**src/rtl/pdm_decimator.sv**
```systemverilog
// Boxcar (first-order CIC) decimator: counts ones in a PDM bitstream over a
// 2^DECIM_LOG2-cycle window and emits signed samples over a valid/ready handshake.
module pdm_decimator #(
    parameter int DATA_BITS   = 12,
    parameter int DECIM_LOG2  = 12,
    parameter int SYNC_STAGES = 2
) (
    input  logic                        clk,
    input  logic                        rst,
    input  logic                        en,
    input  logic                        pdm_in,
    output logic signed [DATA_BITS-1:0] dout,
    output logic                        dout_valid,
    input  logic                        dout_ready,
    output logic                        overrun
);

    logic [SYNC_STAGES-1:0] sync_q;
    logic                   s_bit;
    logic [DECIM_LOG2-1:0]  wcnt;
    logic [DECIM_LOG2:0]    ocnt;
    logic [DECIM_LOG2:0]    total;
    logic [DECIM_LOG2-1:0]  sat;
    logic [DATA_BITS-1:0]   offset_bin;
    logic [DATA_BITS-1:0]   sample;
    logic                   last;
    logic                   done;

    always_ff @(posedge clk or negedge rst) begin
        if (!rst) begin
            sync_q <= '0;
        end else begin
            sync_q <= {sync_q[SYNC_STAGES-2:0], pdm_in};
        end
    end

    assign s_bit = sync_q[SYNC_STAGES-1];
    assign last  = &wcnt;
    assign done  = en & last;

    // An all-ones window counts 2^DECIM_LOG2, one past the largest code.
    assign total      = ocnt + {{DECIM_LOG2{1'b0}}, s_bit};
    assign sat        = total[DECIM_LOG2] ? '1 : total[DECIM_LOG2-1:0];
    assign offset_bin = DATA_BITS'(sat) << (DATA_BITS - DECIM_LOG2);
    assign sample     = {~offset_bin[DATA_BITS-1], offset_bin[DATA_BITS-2:0]};

    always_ff @(posedge clk or negedge rst) begin
        if (!rst) begin
            wcnt <= '0;
            ocnt <= '0;
        end else if (!en) begin
            wcnt <= '0;
            ocnt <= '0;
        end else begin
            wcnt <= wcnt + 1'b1;
            ocnt <= last ? '0 : total;
        end
    end

    always_ff @(posedge clk or negedge rst) begin
        if (!rst) begin
            dout       <= '0;
            dout_valid <= 1'b0;
            overrun    <= 1'b0;
        end else begin
            overrun <= done & dout_valid & ~dout_ready;
            if (done) begin
                dout       <= sample;
                dout_valid <= 1'b1;
            end else if (dout_ready) begin
                dout_valid <= 1'b0;
            end
        end
    end

endmodule

```
**config.mk**
```make
export PLATFORM = sky130hd
export DESIGN_NAME = pdm_decimator
export DESIGN_NICKNAME = d
export VERILOG_FILES = /design/src/rtl/pdm_decimator.sv
export SDC_FILE = /design/constraint.sdc
export NUM_CORES = 1
export LEC_CHECK = 0
export ABC_AREA = 1
export CAP_MARGIN = 5
export CORE_MARGIN = 8
export CORE_UTILIZATION = 50
export DETAILED_ROUTE_END_ITERATION = 8
export DONT_BUFFER_PORTS = 1
export GPL_TIMING_DRIVEN = 0
export HOLD_SLACK_MARGIN = 0.03
export PLACE_DENSITY = 0.67
export SYNTH_ARGS = -nofsm -noshare
export SYNTH_HDL_FRONTEND = slang
export SYNTH_SLANG_ARGS = --single-unit
export TNS_END_PERCENT = 100
```
**constraint.sdc**
```tcl
create_clock -name clk -period 4 [get_ports clk]
set_clock_uncertainty 0.1 [all_clocks]
set_input_delay 0.4 -clock clk [delete_from_list [all_inputs] [get_ports clk]]
set_output_delay 0.4 -clock clk [all_outputs]
set_load 0.01 [all_outputs]
```
==> key figures <==
Critical path
  – Worst path max stage delay: 340 ps
  – Critical Path AT: 1810 ps
  – Most used cell along the critical path: nand2_1
  – Worst Path Required: 4090 ps
  – Worst-case reg-to-reg path depth: 10
  – Startpoint types: flip-flop
  – Crit path buf inv count: 1
  – R2r endpoint: dout[7]
  – Slowest stage cell, crit path: dfrtp_1
  – Launch point of the worst reg-to-reg path: sync_q[1]
  – R2R setup slack: 2270 ps
  – Crit end category: flip-flop
  – Crit path cell chain: ha_1 > ha_1 > nand2_1 > nor2_4 > nand4_1 > nand2_2 > buf_6 > nand2_1 > nand2_1 > nand2_1
  – Critical Setup Path Class: reg -> reg
  – Delay-heaviest family, CP: simple AND/OR/NAND/NOR gates
  – CP max FO: 10

Floorplanning
  – Chip Width: 78.7 um
  – Die height: 78.7 um
  – Initial core utilization: 52.8%
  – I/O Pins: 19
  – Die footprint: 0.00619 mm^2
  – Core area: 0.00372 mm^2
  – FP Rows: 22

Final layout
  – # diodes: 0
  – Layout Cells excl Fill: 284
  – Area grow syn2layout: 11.0%
  – Fraction of layout cells with a size suffix above 1: 14.8%
  – Layout net count: 243

Logic synthesis
  – Synthesized area: 0.00196 mm^2
  – Flops & latches, synth: 41
  – Cells after Synth: 225
  – Post-synth top area share: 52.3%
  – Synth area leader: dfrtp_1
  – Area contributors post-synth: dfrtp_1, nand2_1, nor2_1
  – Post-synth net total: 233
  – Post-synthesis sequential area ratio: 52.3%
  – Unique masters post-synth: 28
  – Avg Cell Area, Syn: 8.73 um^2
  – Synth warn: 0

Global routing
  – First-pass GRT wire length: 6.47 mm
  – Overflow after GRT: 0
  – Vias in the first global route: 1,431
  – Initial antenna violation count: 0
  – GRT Total Usage: 13.1%
  – Pin count of the biggest net entering global routing: 42

Drt
  – Routed Antenna Nets: 0
  – DRT Pass-1 Iters: 4
  – Routed wire length: 3.67 mm
  – Via Count: 1,407
  – Via-per-instance ratio: 4.95
  – Routed length per instance: 12.9 um
  – Initial DRC count: 69
  – # DRC: 0

Run status
  – Status: finished, final reports clean

Timing
  – Worst-Margin Slew: 259 ps
  – Final count of negative-setup-slack endpoints: 0
  – Min Tclk post-route: 1730 ps
  – Max Clk Rate: 579 MHz
  – Max-slew violations: 0
  – Final hold vios: 0
  – Worst slew margin: 82.6%
  – Crit share post-route: 43.2%
  – Setup TNS: 0 ps
  – RSZ-0062 raised after global routing: no
  – Worst setup margin: 2270 ps

Job
  – Max-Cap Viols: 0

Clock network
  – CTS Sinks: 41
  – TritonCTS Buffers: 5
  – Bufs on Longest Clock Path: 2
  – Worst-Skew Late Latency: 290 ps
  – Root buffer cell: clkbuf_8
  – CTS tree: done
  – Max H-tree Level: 2
  – Reg clk slew, reported paths: 70 ps

Place
  – DP Worst Slack: 2260 ps
  – RePlAce Congestion: 0.808
  – Port Buffers: 0
  – Placed Cells: 273
  – Dpl hpwl: 2.70 mm

Min path
  – Worst Hold Class: in -> reg
  – Worst Hold End: overrun
  – Worst hold stages: 1
  – Hold Startpoint: dout_ready

Power
  – Power per Cell Area: 364 mW/mm^2
  – Leak: 0.00109 uW
  – Max VDD drop: 0.000231 V
-- power by group --
part	internal, uW	leakage, uW	switching (uW)
clock	203	0.0000585	139
combinational	9.95	0.000468	19.6
sequential	420	0.000564	3.07
-- stage by stage --
stage          area, um^2  hold slack, ps  utilization, %  power [uW]
6_report             2180            64.3            58.7         794
5_1_grt              2180            47.6            58.7         825
4_1_cts              2180            52.1            58.7         808
3_5_place_dp         2020            5.74            54.4         450
3_3_place_gp         2020            6.04            54.4         449
2_1_floorplan        1960            4.41               -         445
-- cell usage in the layout, fill, tap and decap left out, drive strengths merged, types with 3 or more instances in the layout --
cell type	synthesis	layout
a21oi	8	8
buf	4	5
clkbuf	0	7
dfrtp	41	41
ha	3	3
inv	20	20
nand2	78	78
nand3	8	8
nand4	5	5
nor2	30	30
nor3	7	7
o21ai	9	9
xor2	5	5
-- worst register-to-register path, stage by stage (launching register included) --
cell,delay [ps]
dfrtp_1,340
ha_1,180
ha_1,210
nand2_1,110
nor2_4,160
nand4_1,130
nand2_2,100
buf_6,130
nand2_1,60
nand2_1,60
nand2_1,50
-- synthesized netlist by cell type --
library cell	instances
a21oi_1	8
a31oi_1	1
buf_2	1
buf_4	1
buf_6	2
dfrtp_1	41
ha_1	3
inv_1	16
inv_2	4
nand2_1	72
nand2_2	5
nand2_4	1
nand3_1	5
nand3_2	2
nand3_4	1
nand4_1	5
nor2_1	24
nor2_2	2
nor2_4	4
nor3_1	5
nor3_2	2
nor3b_1	1
o21a_1	1
o21ai_0	7
o21ai_2	2
o21bai_1	2
xnor2_1	2
xor2_1	5
-- kinds of logic (layout without fill, tap and decap cells) --
group	count (synthesis)	after routing	share of synthesized area, %
AOI/OAI and AO/OA	21	21	6.18
xor gates and xnor gates	7	7	3.12
adders and majority gates	3	3	1.91
buffers and inverters	24	35	5.61
DFF	41	41	52.3
and+or+nand+nor	129	129	30.9
-- registers in the layout (all words and copies together) (netlist names) --
signal,count
dout_valid,1
ocnt,13
sync_q,2
dout,12
wcnt,12
overrun,1
-- layout make-up --
type | count | area (um^2)
multi-input cells | 160 | 827
fillers | 354 | 1540
clock inverters | 1 | 30.0
inverters | 20 | 75.1
repair buffers | 3 | 40.0
clock buffers | 7 | 86.3
flip-flops and latches | 41 | 1030
plain buffers | 4 | 35.0
well taps | 48 | 60.1
-- metal layers --
layer / up-vias / routed length [um] / global-route usage (%)
li1: 726 / - / -
met1: 658 / 1620 / 14.7
met2: 18 / 1850 / 22.5
met3: 5 / 135 / 4.10
met4: 0 / 61 / 5.00
met5: - / 0 / 0
-- worst max-delay path by stage --
stage,startpoint,end,cells after the start
detailed placement,sync_q[1],dout[7],10
finish,sync_q[1],dout[7],10
global placement,sync_q[1],dout[6],10
floorplan,sync_q[1],dout[7],11
CTS,sync_q[1],dout[7],10
global route,sync_q[1],dout[7],10
-- repair_timing --
action	in CTS	in global routing
buffers inserted	0	0
endpoints found under the setup margin	0	0
hold buffers	3	0
hold endpoints to repair	42	0
gates resized for setup	0	0
Note: power is estimated with default switching activity, not from simulation.
